==> src/rtl/trigger_capture_if.sv <==
// Signal bundle between the trigger/capture unit and its controller / capture FIFO.
// The unit itself connects through the slave modport.
interface trigger_capture_if #(
    parameter int DATA_WIDTH = 3,
    parameter int CNT_WIDTH  = 12
);
    logic                  sync_rst;
    logic [DATA_WIDTH-1:0] trig_mask;
    logic                  trig_rising;
    logic                  force_trig;
    logic [DATA_WIDTH-1:0] probe_in;
    logic                  fifo_wrfull;
    logic                  fifo_wrreq;
    logic [DATA_WIDTH-1:0] fifo_data;
    logic                  armed;
    logic                  triggered;
    logic [CNT_WIDTH-1:0]  sample_count;
    logic [1:0]            state_debug;

    modport master (
        output sync_rst, trig_mask, trig_rising, force_trig, probe_in, fifo_wrfull,
        input  fifo_wrreq, fifo_data, armed, triggered, sample_count, state_debug
    );

    modport slave (
        input  sync_rst, trig_mask, trig_rising, force_trig, probe_in, fifo_wrfull,
        output fifo_wrreq, fifo_data, armed, triggered, sample_count, state_debug
    );
endinterface

==> src/rtl/trigger_capture_unit.sv <==
// Waits for a masked edge trigger on synchronized probe inputs, then writes
// decimated samples into the capture FIFO until it reports write-full.
module trigger_capture_unit #(
    parameter int DATA_WIDTH = 3,
    parameter int SAMPLE_DIV = 4,
    parameter int CNT_WIDTH  = 12
) (
    input  logic              clk,
    input  logic              rst,
    trigger_capture_if.slave  bus
);

    typedef enum logic [1:0] {
        ST_DISARMED = 2'b00,
        ST_ARMED    = 2'b01,
        ST_CAPTURE  = 2'b10,
        ST_DONE     = 2'b11
    } state_t;

    localparam int DIV_W = (SAMPLE_DIV > 1) ? $clog2(SAMPLE_DIV) : 1;
    localparam logic [DIV_W-1:0]     DIV_LAST = DIV_W'(SAMPLE_DIV - 1);
    localparam logic [CNT_WIDTH-1:0] CNT_MAX  = {CNT_WIDTH{1'b1}};

    logic [DATA_WIDTH-1:0] meta_r;
    logic [DATA_WIDTH-1:0] psync_r;
    logic [DATA_WIDTH-1:0] pprev_r;
    logic                  pvalid_r;
    state_t                state_r;
    state_t                state_s;
    logic [DIV_W-1:0]      div_cnt_r;
    logic [CNT_WIDTH-1:0]  sample_count_r;
    logic [DATA_WIDTH-1:0] edge_s;
    logic                  hit_s;
    logic                  wrreq_s;

    // Two-flop probe synchronizer plus previous-sample register, cleared by rst only.
    always_ff @(posedge clk) begin
        if (rst) begin
            meta_r  <= {DATA_WIDTH{1'b0}};
            psync_r <= {DATA_WIDTH{1'b0}};
            pprev_r <= {DATA_WIDTH{1'b0}};
        end else begin
            meta_r  <= bus.probe_in;
            psync_r <= meta_r;
            pprev_r <= psync_r;
        end
    end

    // Masked edge detect on the synchronized probes.
    always_comb begin
        edge_s = {DATA_WIDTH{1'b0}};
        if (bus.trig_rising) begin
            edge_s = psync_r & ~pprev_r;
        end else begin
            edge_s = ~psync_r & pprev_r;
        end
        hit_s = |(bus.trig_mask & edge_s);
    end

    // Next-state decode; the controller disarm overrides every state.
    always_comb begin
        state_s = state_r;
        if (bus.sync_rst) begin
            state_s = ST_DISARMED;
        end else begin
            case (state_r)
                ST_DISARMED: state_s = ST_ARMED;
                ST_ARMED: begin
                    if ((hit_s & pvalid_r) | bus.force_trig) begin
                        state_s = ST_CAPTURE;
                    end else begin
                        state_s = ST_ARMED;
                    end
                end
                ST_CAPTURE: begin
                    if (bus.fifo_wrfull) begin
                        state_s = ST_DONE;
                    end else begin
                        state_s = ST_CAPTURE;
                    end
                end
                ST_DONE: state_s = ST_DONE;
                default: state_s = ST_DISARMED;
            endcase
        end
    end

    // State register.
    always_ff @(posedge clk) begin
        if (rst) begin
            state_r <= ST_DISARMED;
        end else begin
            state_r <= state_s;
        end
    end

    // pvalid is low for the first ARMED cycle so a level present at arm time cannot fire.
    always_ff @(posedge clk) begin
        if (rst) begin
            pvalid_r <= 1'b0;
        end else begin
            pvalid_r <= (state_r == ST_ARMED);
        end
    end

    // Decimation counter; zero on the first CAPTURE cycle so the trigger sample is written.
    always_ff @(posedge clk) begin
        if (rst) begin
            div_cnt_r <= {DIV_W{1'b0}};
        end else if (state_r != ST_CAPTURE) begin
            div_cnt_r <= {DIV_W{1'b0}};
        end else if (div_cnt_r == DIV_LAST) begin
            div_cnt_r <= {DIV_W{1'b0}};
        end else begin
            div_cnt_r <= div_cnt_r + DIV_W'(1);
        end
    end

    // Write request has zero latency to wrfull so a full FIFO never sees a write.
    assign wrreq_s = (state_r == ST_CAPTURE) & (div_cnt_r == {DIV_W{1'b0}}) & ~bus.fifo_wrfull;

    // Saturating count of words written since arm; a disarm clears it on the next edge.
    always_ff @(posedge clk) begin
        if (rst) begin
            sample_count_r <= {CNT_WIDTH{1'b0}};
        end else if (bus.sync_rst || (state_r == ST_DISARMED)) begin
            sample_count_r <= {CNT_WIDTH{1'b0}};
        end else if (wrreq_s && (sample_count_r != CNT_MAX)) begin
            sample_count_r <= sample_count_r + CNT_WIDTH'(1);
        end else begin
            sample_count_r <= sample_count_r;
        end
    end

    assign bus.fifo_wrreq   = wrreq_s;
    assign bus.fifo_data    = pprev_r;
    assign bus.armed        = (state_r == ST_ARMED);
    assign bus.triggered    = (state_r == ST_CAPTURE) | (state_r == ST_DONE);
    assign bus.sample_count = sample_count_r;
    assign bus.state_debug  = state_r;

endmodule

==> src/flat_wrapper.sv <==
// flat-port wrapper written by rule: the top's interface ports become plain ports
module trigger_capture_unit_flat 
#(
    parameter int DATA_WIDTH = 3,
    parameter int SAMPLE_DIV = 4,
    parameter int CNT_WIDTH  = 12
)
  (clk, rst, bus_sync_rst, bus_trig_mask, bus_trig_rising, bus_force_trig, bus_probe_in, bus_fifo_wrfull, bus_fifo_wrreq, bus_fifo_data, bus_armed, bus_triggered, bus_sample_count, bus_state_debug);
  trigger_capture_if #(.DATA_WIDTH(DATA_WIDTH), .CNT_WIDTH(CNT_WIDTH)) bus_i ();
  input  logic clk;
  input  logic rst;
  input wire logic [$bits(bus_i.sync_rst)-1:0] bus_sync_rst;
  input wire logic [$bits(bus_i.trig_mask)-1:0] bus_trig_mask;
  input wire logic [$bits(bus_i.trig_rising)-1:0] bus_trig_rising;
  input wire logic [$bits(bus_i.force_trig)-1:0] bus_force_trig;
  input wire logic [$bits(bus_i.probe_in)-1:0] bus_probe_in;
  input wire logic [$bits(bus_i.fifo_wrfull)-1:0] bus_fifo_wrfull;
  output wire logic [$bits(bus_i.fifo_wrreq)-1:0] bus_fifo_wrreq;
  output wire logic [$bits(bus_i.fifo_data)-1:0] bus_fifo_data;
  output wire logic [$bits(bus_i.armed)-1:0] bus_armed;
  output wire logic [$bits(bus_i.triggered)-1:0] bus_triggered;
  output wire logic [$bits(bus_i.sample_count)-1:0] bus_sample_count;
  output wire logic [$bits(bus_i.state_debug)-1:0] bus_state_debug;
  assign bus_i.sync_rst = bus_sync_rst;
  assign bus_i.trig_mask = bus_trig_mask;
  assign bus_i.trig_rising = bus_trig_rising;
  assign bus_i.force_trig = bus_force_trig;
  assign bus_i.probe_in = bus_probe_in;
  assign bus_i.fifo_wrfull = bus_fifo_wrfull;
  assign bus_fifo_wrreq = bus_i.fifo_wrreq;
  assign bus_fifo_data = bus_i.fifo_data;
  assign bus_armed = bus_i.armed;
  assign bus_triggered = bus_i.triggered;
  assign bus_sample_count = bus_i.sample_count;
  assign bus_state_debug = bus_i.state_debug;
  trigger_capture_unit #(.DATA_WIDTH(DATA_WIDTH), .SAMPLE_DIV(SAMPLE_DIV), .CNT_WIDTH(CNT_WIDTH)) u_core (.clk(clk), .rst(rst), .bus(bus_i));
endmodule
==> config.mk <==
export PLATFORM = sky130hd
export DESIGN_NAME = trigger_capture_unit_flat
export DESIGN_NICKNAME = d
export VERILOG_FILES = /design/src/rtl/trigger_capture_if.sv /design/src/rtl/trigger_capture_unit.sv /design/src/flat_wrapper.sv
export SDC_FILE = /design/constraint.sdc
export NUM_CORES = 1
export LEC_CHECK = 0
export BUFFER_PORTS_ARGS = -buffer_cell sky130_fd_sc_hd__buf_2
export CORE_ASPECT_RATIO = 0.5
export CORE_MARGIN = 4
export CORE_UTILIZATION = 25
export DETAILED_ROUTE_END_ITERATION = 16
export PLACE_DENSITY_LB_ADDON = 0.2
export SKIP_LAST_GASP = 1
export SYNTH_ARGS = -nofsm -noshare
export SYNTH_HDL_FRONTEND = slang
export SYNTH_SLANG_ARGS = --single-unit
==> constraint.sdc <==
create_clock -name clk -period 1.8 [get_ports clk]
set_input_delay 0.36 -clock clk [delete_from_list [all_inputs] [get_ports clk]]
set_output_delay 0.36 -clock clk [all_outputs]
set_load 0.005 [all_outputs]
* Yosys cells after proc, flatten, opt, wreduce, memory -nomap -nowiden *
Cells that the tools add are included.

operators by class
  multiply operators = 0
  divide/modulo/power cells = 0
  order comparisons = 0
  shift operators = 0
  mux-type cells = 4
  add/sub/neg operators = 2
  equality and inequality tests = 6
  reduce and logical (&&, ||, !) cells = 8
  bitwise gates (word level) = 11

operator list
  kind                   number
  $add 12x1->12 const B  1
  $ne 12x12->1 const B   1
  $and 3x3->3            3
  $pmux 2 s4             1
  $eq 2x2->1 const B     3
  $not 3->3              2
  $reduce_or 3->1        2
  $logic_not 2->1        2
  $reduce_or 2->1        2
  $and 1x1->1            3
  $mux 3                 1
  $add 2x1->2 const B    1
  $eq 2x1->1 const B     1
  $mux 2                 1
  $ne 2x2->1 const B     1
  $or 1x1->1             2
  $logic_and 1x1->1      1
  $logic_or 1x1->1       1
  $mux 1                 1
  $not 1->1              1

word-level totals
  bits in latches = 0
  memory bits (read-only) = 0
  word-level logic and storage cells = 38
  output and inout port bits = 20
  memories kept = 0
  register bits = 26
  bits of input ports = 12
  memory bits (writable) = 0

* Depth between registers and ports, before layout *
  word-level depth = 9
  mapped depth = 7
  mapped depth without buffers = 6

* Least setup slack after synthesis *
OpenSTA, ideal clock, no wires.

  kind = reg-to-reg
  from = register u_core.div_cnt_r[0]
  to = register u_core.sample_count_r[9], in the netlist u_core.bus.sample_count[9]
  required time = 1,741 ps
  path slack = 321 ps
  setup time = 59 ps
  buffers on the path = 0
  period minus slack after synthesis = 1,479 ps
  data arrival time = 1,420 ps
  cell stages (with the launch flop) = 7
  cell sequence = dfxtp_1 -> inv_1 -> ha_1 -> and4bb_4 -> o211ai_1 -> or4_1 -> nand2_1

between the ends
  longest elaborated chain between the ends = 4

RTL lines
  what                       RTL line                     text
  start, declared            trigger_capture_unit.sv:30   logic [DIV_W-1:0] div_cnt_r;
  start signal, assigned     trigger_capture_unit.sv:109  div_cnt_r <= {DIV_W{1'b0}};
  start signal, assigned     trigger_capture_unit.sv:111  div_cnt_r <= {DIV_W{1'b0}};
  start signal, assigned     trigger_capture_unit.sv:113  div_cnt_r <= {DIV_W{1'b0}};
  $logic_not 2->1            trigger_capture_unit.sv:120  assign wrreq_s = (state_r == ST_CAPTURE) & (div_cnt_r == {DIV_W{1'b0}}) & ~bus.fifo_wrfull;
  $and 1x1->1 (2 in series)  trigger_capture_unit.sv:120
  net bus_fifo_wrreq         flat_wrapper.sv:18           output wire logic [$bits(bus_i.fifo_wrreq)-1:0] bus_fifo_wrreq;
  $logic_and 1x1->1          trigger_capture_unit.sv:128  end else if (wrreq_s && (sample_count_r != CNT_MAX)) begin
  end signal, assigned       trigger_capture_unit.sv:127  sample_count_r <= {CNT_WIDTH{1'b0}};
  end signal, assigned       trigger_capture_unit.sv:129  sample_count_r <= sample_count_r + CNT_WIDTH'(1);
  end signal, assigned       trigger_capture_unit.sv:131  sample_count_r <= sample_count_r;
  end, declared              trigger_capture_unit.sv:31   logic [CNT_WIDTH-1:0] sample_count_r;

The timed path passes the listed nets, and every way through them passes these cells.
A chain may end at the register's enable or synchronous reset.

* Worst setup path after layout *
  from = register u_core.div_cnt_r[0]
  to = register u_core.sample_count_r[9], in the netlist u_core.bus.sample_count[9]

between the ends
  longest elaborated chain between the ends = 4

RTL lines
  what                       RTL line
  $logic_not 2->1            trigger_capture_unit.sv:120
  $and 1x1->1 (2 in series)  trigger_capture_unit.sv:120
  $logic_and 1x1->1          trigger_capture_unit.sv:128

Every way passes these cells.

==> impl_metrics.py <==
metrics = {
    "timing": {
        "max-slew-margin-rel_pct": 59.6,
        "finalHoldWorstSlack_ps": 294,
        "fmaxAchievable_ghz": 0.613,
        "setup_ws_ps": 168,
        "final_min_period_ps": 1630,
        "fin_tns_setup_ps": 0,
        "grt_setup_unrepaired": "no",
        "post-route-period-util_pct": 90.7,
        "worst_slew_pin_slew_ps": 599,
        "finalSetupViolCount": 0,
        "clock_skew_ps": 4.88,
        "final_hold_viol_count": 0,
        "finalMaxSlewViolations": 0,
    },
    "die": {
        "floorplan.core_area_um2": 4100,
        "initial_cell_density_of_the_core_pct": 27.3,
        "die-area_um2": 5680,
        "floorplan.die.height_um": 55.3,
        "io_pins": 32,
        "die_width_um": 103,
        "placement_rows": 16,
    },
    "yosys": {
        "ys_seq_elements": 26,
        "synthDominantAreaCellType": "sky130_fd_sc_hd__dfxtp_1",
        "syn-mean-instance-area_um2": 9.10,
        "postSynthCellCount": 123,
        "netlist_area_um2": 1120,
        "postSynth.asyncResetShare_pct": 0,
        "synth.net_count": 138,
        "synth.lib_cells_used.distinct": 32,
        "netlist_top_cells_area": "sky130_fd_sc_hd__dfxtp_1 (46%), sky130_fd_sc_hd__nor2b_1 (4.5%), sky130_fd_sc_hd__o21ai_0 (4.0%)",
        "synth_edf_count": 0,
        "synth-seq-area-share_pct": 46.5,
        "yosys_most_used_dff": "sky130_fd_sc_hd__dfxtp_1",
        "area_share_of_the_largest_cell_type_after_synthesis_pct": 46.5,
        "synth.yosys.warnings": 0,
    },
    "hold_path": {
        "worst_hold_path_type": "in2reg",
    },
    "power_and_ir_drop": {
        "totalPowerFinal_mw": 1.13,
        "power.static_leakage_nw": 0.589,
        "vdd_ir_drop_max_uv": 393,
        "power-per-cell-area_nw_per_um2": 788,
    },
    "layout": {
        "commonest_non_fill_non_tap_cell_in_the_layout": "sky130_fd_sc_hd__buf_2",
        "drive_above_1_share_pct": 26.9,
        "num-nets-final": 176,
        "antennaDiodeCount": 0,
        "flow.area_growth_from_synthesis_pct": 28.2,
        "finish.cell_count_without_fillers": 214,
        "layout_common_cells": "sky130_fd_sc_hd__buf_2 (31), sky130_fd_sc_hd__dfxtp_1 (26), sky130_fd_sc_hd__o21ai_0 (9), sky130_fd_sc_hd__nand2_1 (9)",
    },
    "routing": {
        "via_per_inst": 4.71,
        "drc_errors": 0,
        "ant_nets": 0,
        "detail_route.iter0.violations": 15,
        "drt_pass1_iterations": 4,
        "drt-wirelength-per-cell_um": 11.9,
        "via_count": 1008,
        "postRouteWirelength_mm": 2.54,
    },
    "setup_path": {
        "crit_type": "reg2reg",
        "worstSetupStartpointType": "register",
        "ordered_list_of_cells_on_the_worst_path": "inv_1, ha_1, and4bb_4, o211ai_1, or4_1, nand2_1",
        "data_arrival_time_of_the_worst_path_ps": 1850,
        "end_kind": "register",
        "crit_buf_inv": 1,
        "cp_max_fo": 6,
        "critical-path-max-stage-delay_ps": 510,
        "timing.critical_path.slowest_stage_cell": "sky130_fd_sc_hd__or4_1",
        "worst-endpoint-required_ps": 2020,
        "critical-path-top-delay-family": "simple AND/OR/NAND/NOR gates",
    },
    "grt": {
        "antenna_violations_before_repair": 0,
        "global_route.overflow_total": 0,
        "grt_start_max_net_pins": 16,
        "grt_usage_pct": 9.14,
        "first_global_vias": 866,
        "global_route_wire_length_before_repair_mm": 4.17,
    },
    "cts": {
        "cts_inserted_buffers": 3,
        "clock-root-buffer": "sky130_fd_sc_hd__clkbuf_8",
        "cts_num_sinks": 26,
        "post_cts_resize_count": 0,
        "cts_max_level": 1,
        "holdBufCountCts": 0,
        "clkTransAtPathRegs_ps": 90,
        "cts_setup_buffers": 0,
        "skew_pair_late_insertion_delay_ps": 270,
        "cts_tree": "built",
        "cts-root-to-sink-buffers": 2,
    },
    "place": {
        "port_buffers": 31,
        "pre_cts_slack_ps": 141,
        "dp.cells": 210,
        "gpl.final_weighted_congestion": 0.739,
        "post-dp-hpwl_mm": 1.98,
    },
    "run_status": {
        "status": "completed",
    },
    "flow_run": {
        "cap_violations": 0,
    },
}
cell families after synthesis:
logic type | Yosys count | share of synthesized area (%)
compound gates | 29 | 16.6
fa+ha+maj | 3 | 3.35
xor+xnor | 2 | 1.56
mux | 1 | 0.894
simple gates | 52 | 26.9
buf+inv | 10 | 4.13
flops | 26 | 46.5
through the flow:
stage          instance area (um2)  utilization [%]
3_5_place_dp                  1360             33.2
6_report                      1440             35.0
3_3_place_gp                  1360             33.2
2_1_floorplan                 1120                -
5_1_grt                       1440             35.0
4_1_cts                       1440             35.0
power breakdown:
group	switching (mW)	internal, mW
Clock	0.191	0.298
Sequential	0.00549	0.585
Combinational	0.0248	0.0268
routing by layer:
layer  track usage, %  wire length, um  up-vias
li1                 -                -      524
met1             12.4             1270      463
met2             13.5             1100       19
met3             3.52              156        2
met4             2.24               19        0
met5                0                0        -
registers in the layout, indices dropped and copies added, names as in the netlist:
signal and flops:
u_core.meta_r 3, u_core.pvalid_r 1, u_core.bus.fifo_data 3, u_core.div_cnt_r 2, u_core.psync_r 3, u_core.bus.state_debug 2
u_core.bus.sample_count 12
layout make-up:
class,instances,area (um2)
clock buffers,3,41.3
clock inverters,1,30.0
fillers,438,2670
inverters,6,22.5
multi-input cells,87,553
flip-flops and latches,26,520
well taps,54,67.6
repair buffers,37,200
final timing paths:
kind                             startpoint                                       to  slack, ps  cells past startpoint
max          u_core.div_cnt_r[0]$_SDFF_PP0_  u_core.bus.sample_count[9]$_SDFFE_PP0P_        170                      6
min                         bus_probe_in[0]              u_core.meta_r[0]$_SDFF_PP0_        290                      2
max reg2reg  u_core.div_cnt_r[0]$_SDFF_PP0_  u_core.bus.sample_count[9]$_SDFFE_PP0P_        170                      6
min reg2reg     u_core.meta_r[0]$_SDFF_PP0_             u_core.psync_r[0]$_SDFF_PP0_        440                      1
Yosys cell counts, types with 3 or more instances:
master and instances:
sky130_fd_sc_hd__dfxtp_1 26, sky130_fd_sc_hd__nand4_1 3, sky130_fd_sc_hd__nand2_1 9, sky130_fd_sc_hd__inv_1 6, sky130_fd_sc_hd__nor2b_1 8, sky130_fd_sc_hd__o21ai_0 9
sky130_fd_sc_hd__or3_1 7, sky130_fd_sc_hd__nand3_1 6, sky130_fd_sc_hd__nand3b_1 3, sky130_fd_sc_hd__nor2_1 6, sky130_fd_sc_hd__o211ai_1 3, sky130_fd_sc_hd__a21oi_1 8
sky130_fd_sc_hd__ha_1 3
Power figures use the tool's default switching activity.
